<file path="config.mk">
export PLATFORM = sky130hd
export DESIGN_NAME = fifo_sync_flags
export DESIGN_NICKNAME = d
export VERILOG_FILES = /design/src/rtl/fifo_pkg.sv /design/src/rtl/fifo_mem_2p.sv /design/src/rtl/fifo_sync_flags.sv
export SDC_FILE = /design/constraint.sdc
export NUM_CORES = 1
export LEC_CHECK = 0
export CAP_MARGIN = 30
export CORE_ASPECT_RATIO = 1.75
export CORE_MARGIN = 2
export CORE_UTILIZATION = 40
export CTS_CLUSTER_DIAMETER = 40
export CTS_CLUSTER_SIZE = 8
export DETAILED_ROUTE_END_ITERATION = 12
export HOLD_SLACK_MARGIN = 0.1
export PLACE_DENSITY = 0.68
export SYNTH_ARGS = -nofsm -noshare
export SYNTH_HDL_FRONTEND = slang
export SYNTH_SLANG_ARGS = --single-unit
</file>
<file path="constraint.sdc">
create_clock -name clk -period 4.4 [get_ports clk]
set_clock_uncertainty 0.1 [all_clocks]
set_input_delay 0.88 -clock clk [delete_from_list [all_inputs] [get_ports clk]]
set_output_delay 0.88 -clock clk [all_outputs]
set_load 0.005 [all_outputs]
</file>
<file path="src/rtl/fifo_pkg.sv">
// ============================================================================
// Module   : fifo_pkg
// Purpose  : Shared depth helper and fill-level type for the sync FIFO family.
// Revision : 1.0  initial release
// ============================================================================
`default_nettype none

package fifo_pkg;

    localparam int c_FIFO_ADDR_W = 5;

    // Fill level is one bit wider than the pointers so "full" is representable.
    typedef logic [c_FIFO_ADDR_W:0] fifo_count_t;

    function automatic int fifo_depth(input int addr_w);
        return 1 << addr_w;
    endfunction

endpackage : fifo_pkg

`default_nettype wire

</file>
<file path="src/rtl/fifo_mem_2p.sv">
// ============================================================================
// Module   : fifo_mem_2p
// Purpose  : Simple dual-port array, synchronous write / asynchronous read.
// Revision : 1.0  initial release
// ============================================================================
`default_nettype none

module fifo_mem_2p
    import fifo_pkg::*;
#(
    parameter int DATA_W = 9,
    parameter int ADDR_W = 5
) (
    input  logic              clk,
    input  logic              i_wr_en,
    input  logic [ADDR_W-1:0] i_wr_addr,
    input  logic [DATA_W-1:0] i_wr_data,
    input  logic [ADDR_W-1:0] i_rd_addr,
    output logic [DATA_W-1:0] o_rd_data
);

    localparam int c_DEPTH = fifo_depth(ADDR_W);

    logic [DATA_W-1:0] r_mem [c_DEPTH];

    always_ff @(posedge clk) begin
        if (i_wr_en) begin
            r_mem[i_wr_addr] <= i_wr_data;
        end
    end

    assign o_rd_data = r_mem[i_rd_addr];

endmodule : fifo_mem_2p

`default_nettype wire

</file>
<file path="src/rtl/fifo_sync_flags.sv">
// ============================================================================
// Module   : fifo_sync_flags
// Purpose  : Single-clock FIFO with level flags, flush, sticky error flags
//            and selectable first-word-fall-through or registered read.
// Revision : 1.0  initial release
// ============================================================================
`default_nettype none

module fifo_sync_flags
    import fifo_pkg::*;
#(
    parameter int DATA_W    = 9,
    parameter int ADDR_W    = 5,
    parameter int FWFT      = 1,
    parameter int AF_THRESH = 28,
    parameter int AE_THRESH = 4
) (
    input  logic              clk,
    input  logic              rstn,
    input  logic              wr_en,
    input  logic [DATA_W-1:0] wr_data,
    input  logic              rd_en,
    output logic [DATA_W-1:0] rd_data,
    input  logic              flush,
    input  logic              clr_err,
    output logic              empty,
    output logic              full,
    output logic              almost_empty,
    output logic              almost_full,
    output logic [ADDR_W:0]   count,
    output logic              overflow,
    output logic              underflow
);

    localparam int              c_DEPTH     = fifo_depth(ADDR_W);
    localparam logic [ADDR_W:0] c_DEPTH_CNT = (ADDR_W+1)'(c_DEPTH);
    localparam logic [ADDR_W:0] c_AF_CNT    = (ADDR_W+1)'(AF_THRESH);
    localparam logic [ADDR_W:0] c_AE_CNT    = (ADDR_W+1)'(AE_THRESH);
    localparam logic [ADDR_W:0] c_CNT_ONE   = (ADDR_W+1)'(1);
    localparam logic [ADDR_W-1:0] c_PTR_ONE = ADDR_W'(1);

    generate
        if (AE_THRESH < 0 || AE_THRESH >= AF_THRESH || AF_THRESH > c_DEPTH) begin : g_bad_thresh
            $error("fifo_sync_flags: thresholds must satisfy 0 <= AE_THRESH < AF_THRESH <= depth");
        end
    endgenerate

    logic [ADDR_W-1:0] r_wr_ptr;
    logic [ADDR_W-1:0] r_rd_ptr;
    logic [ADDR_W:0]   r_count;
    logic              r_overflow;
    logic              r_underflow;

    logic              w_empty;
    logic              w_full;
    logic              w_rd_ok;
    logic              w_wr_ok;
    logic              w_mem_we;
    logic [DATA_W-1:0] w_mem_rd_data;

    assign w_empty = (r_count == '0);
    assign w_full  = (r_count == c_DEPTH_CNT);

    // A write into a full FIFO is legal only when a pop frees a slot this cycle.
    assign w_rd_ok  = rd_en & ~w_empty;
    assign w_wr_ok  = wr_en & (~w_full | w_rd_ok);
    assign w_mem_we = w_wr_ok & ~flush;

    always_ff @(posedge clk or negedge rstn) begin
        if (!rstn) begin
            r_wr_ptr <= '0;
            r_rd_ptr <= '0;
            r_count  <= '0;
        end else if (flush) begin
            r_wr_ptr <= '0;
            r_rd_ptr <= '0;
            r_count  <= '0;
        end else begin
            if (w_wr_ok) begin
                r_wr_ptr <= r_wr_ptr + c_PTR_ONE;
            end
            if (w_rd_ok) begin
                r_rd_ptr <= r_rd_ptr + c_PTR_ONE;
            end
            case ({w_wr_ok, w_rd_ok})
                2'b10:   r_count <= r_count + c_CNT_ONE;
                2'b01:   r_count <= r_count - c_CNT_ONE;
                default: r_count <= r_count;
            endcase
        end
    end

    // New errors take precedence over a same-cycle clear.
    always_ff @(posedge clk or negedge rstn) begin
        if (!rstn) begin
            r_overflow  <= 1'b0;
            r_underflow <= 1'b0;
        end else if (!flush) begin
            if (wr_en & ~w_wr_ok) begin
                r_overflow <= 1'b1;
            end else if (clr_err) begin
                r_overflow <= 1'b0;
            end
            if (rd_en & w_empty) begin
                r_underflow <= 1'b1;
            end else if (clr_err) begin
                r_underflow <= 1'b0;
            end
        end
    end

    fifo_mem_2p #(
        .DATA_W (DATA_W),
        .ADDR_W (ADDR_W)
    ) u_mem (
        .clk       (clk),
        .i_wr_en   (w_mem_we),
        .i_wr_addr (r_wr_ptr),
        .i_wr_data (wr_data),
        .i_rd_addr (r_rd_ptr),
        .o_rd_data (w_mem_rd_data)
    );

    generate
        if (FWFT != 0) begin : g_fwft
            assign rd_data = w_mem_rd_data;
        end else begin : g_reg_rd
            logic [DATA_W-1:0] r_rd_data;

            always_ff @(posedge clk or negedge rstn) begin
                if (!rstn) begin
                    r_rd_data <= '0;
                end else if (w_rd_ok && !flush) begin
                    r_rd_data <= w_mem_rd_data;
                end
            end

            assign rd_data = r_rd_data;
        end
    endgenerate

    assign empty        = w_empty;
    assign full         = w_full;
    assign almost_empty = (r_count <= c_AE_CNT);
    assign almost_full  = (r_count >= c_AF_CNT);
    assign count        = r_count;
    assign overflow     = r_overflow;
    assign underflow    = r_underflow;

endmodule : fifo_sync_flags

`default_nettype wire

</file>
==> run metrics <==
drt initial violations ~630; commonest non-fill, non-tap cells in the layout 288 x edfxtp_1, 75 x mux2i_1, 46 x clkbuf_16; clk buf depth 3; clock-pin slew on the worst setup and hold paths 0.04 ns; commonest non-fill, non-tap cell in the layout edfxtp_1; Setup Viol. Count Final 0; Slew Limit Fails 0; Initial Utilization 0.407; placed insts 1162; I/O Pins 36; f_max 253 MHz; fill cell count 2541; WHS Path Cells 1; Synth Warn # 0; Die H 238 um; first-pass GRT wire length 39.3 mm; syn_nets 752; top cells by area, synth edfxtp_1 69%, mux4_2 6.5%, mux2i_1 6.0%; area fraction of the dominant cell type after synthesis 0.690; Residual DRC 0; CTS tree yes; htree depth 2; crit path DAT 2.97 ns; Core ar. around 31000 um2; Hold/Removal Path Class flip-flop to flip-flop; syn avg cell area 17.3 um2; Root Buffer Master clkbuf_16; postcts setup bufs 0; RSZ-0062 raised after global routing false; number of vias per cell between 5 and 6; Tmin final just under 4 ns; layout cells sized above 1 0.200; CP max stage delay 0.59 ns; Post-Route Setup TNS 0 ns; hold_buf cts 0; status complete, no violations; Synth area leader edfxtp_1; Post-DRT Antenna Nets 0; register area share after synthesis 0.725; Die X about 140 um; main flop type after synthesis edfxtp_1; num rows 85; worst path required time 3.42 ns; pwr/cell area 533 nW/um2; GP Congestion between 0.8 and 0.9; Mapped Area ~13000 um2; GRT overflow 0; CP Cell Sequence buf_12 -> buf_4 -> mux2i_1 -> nand2_1 -> nand3_1 -> nand4_1 -> clkdlybuf4s50_1; Crit path max-delay family buffers and inverters; post-cts sizing count 0; largest net degree at the start of global routing 55; R2R depth 8; CTS sink count just over 300; clk_lat worst skew between 0.5 and 0.6 ns; non-filler cells, final between 1000 and 1500; MaxCap Viol Count 0; Leakage about 4.8 nW; TritonCTS Buffers 45; Seq cells post-synth between 300 and 400; Worst setup EP type output pin; Final period util 0.898; Buffers & Inverters on Critical Path 3; Mapped Cells 727; DIE AREA 32800 um2; IO Port Bufs 35; HPWL after detailed placement 17.1 mm; Slew @ Worst Pin about 0.85 ns; crit path kind flip-flop to output pin; critical path depth in cells 7; vias in the first global route between 6000 and 7000; via count around 6600; DR pass1 iterations 5; Worst Path Max Fanout 54; share of synthesized registers carrying an async set or reset 0.0588; Antenna Cells 0; Layout area overhead 18.7%; Max IR drop VDD between 0.0003 and 0.0004 V; final hold viol count 0; wirelength, routed around 26 mm; gr usage total 0.163; crit path max-delay cell type dfrtp_4; drt wl/cell 21.5 um; Synth cell types 50; initial antenna violation count 0; Post-synth EDFFs approximately 290; final net count between 800 and 900; Slew headroom 0.433; startpoint types flip-flop
Yosys cell counts (9+ instances only):
master    instances
mux2i_1          75
edfxtp_1        288
nand4_1          11
mux2_2           19
nand3_1          30
mux4_2           36
nand2_1          41
nor2_1           42
a22oi_1          19
clkbuf_1         17
a21oi_1          24
buf_2            15
dfrtp_1          18
ha_1              9
metrics by stage:
stage	util	area (um2)	hold WS [ns]	total power, W	setup slack, ns
4_1_cts	0.482	14900	0.410	0.00803	0.450
2_1_floorplan	-	12500	0.370	0.00446	1.27
3_5_place_dp	0.443	13700	0.385	0.00504	0.623
5_1_grt	0.483	14900	0.427	0.00826	0.333
6_report	0.483	14900	0.401	0.00793	0.450
3_3_place_gp	0.440	13600	0.393	0.00503	0.671
per-layer routing:
metal / part of all wire / up-vias / track usage
met5: 0 / - / 0
met4: 0.038 / 0 / 0.0764
met3: 0.044 / 51 / 0.0283
met2: 0.56 / 178 / 0.300
met1: 0.36 / 3313 / 0.179
li1: - / 3039 / -
worst paths after layout:
check	start	end	slack [ns]
max	r_rd_ptr[1]	rd_data[0]	0.45
min	underflow	underflow	0.40
max reg2reg	count[0]	count[5]	0.90
min reg2reg	underflow	underflow	0.40
max in group asynchronous	rstn	r_rd_ptr[1]	2.83
min in group asynchronous	rstn	r_wr_ptr[4]	0.75
final cells by class:
type,instances,area (um2),area share
flip-flops and latches,306,9100,0.611
multi-input cells,372,3230,0.217
clock buffers,53,1180,0.0791
repair buffers,86,821,0.0551
well taps,391,489,0.0329
clock inverters,4,36.3,0.00244
inverters,8,30.0,0.00202
registers in the layout, summed over array words and instances (netlist names):
signal and cells:
count 6, r_wr_ptr 5, u_mem.r_mem 288, r_rd_ptr 5, overflow 1, underflow 1
logic make-up after synthesis:
family / after synthesis / share of synthesized area
DFF: 306 / 0.725
and+or+nand+nor: 150 / 0.0565
muxes: 131 / 0.143
AOI/OAI and AO/OA: 74 / 0.0431
buffers and inverters: 49 / 0.0168
adders and majority gates: 10 / 0.0106
xor gates and xnor gates: 7 / 0.00489
power by group:
group | internal, W | leakage (nW) | switching, W
clock | 0.00185 | 0.588 | 0.00111
combinational | 0.000806 | 1.37 | 0.000804
sequential | 0.00325 | 2.83 | 0.000108
No activity file was read; power rests on OpenSTA's default activity.
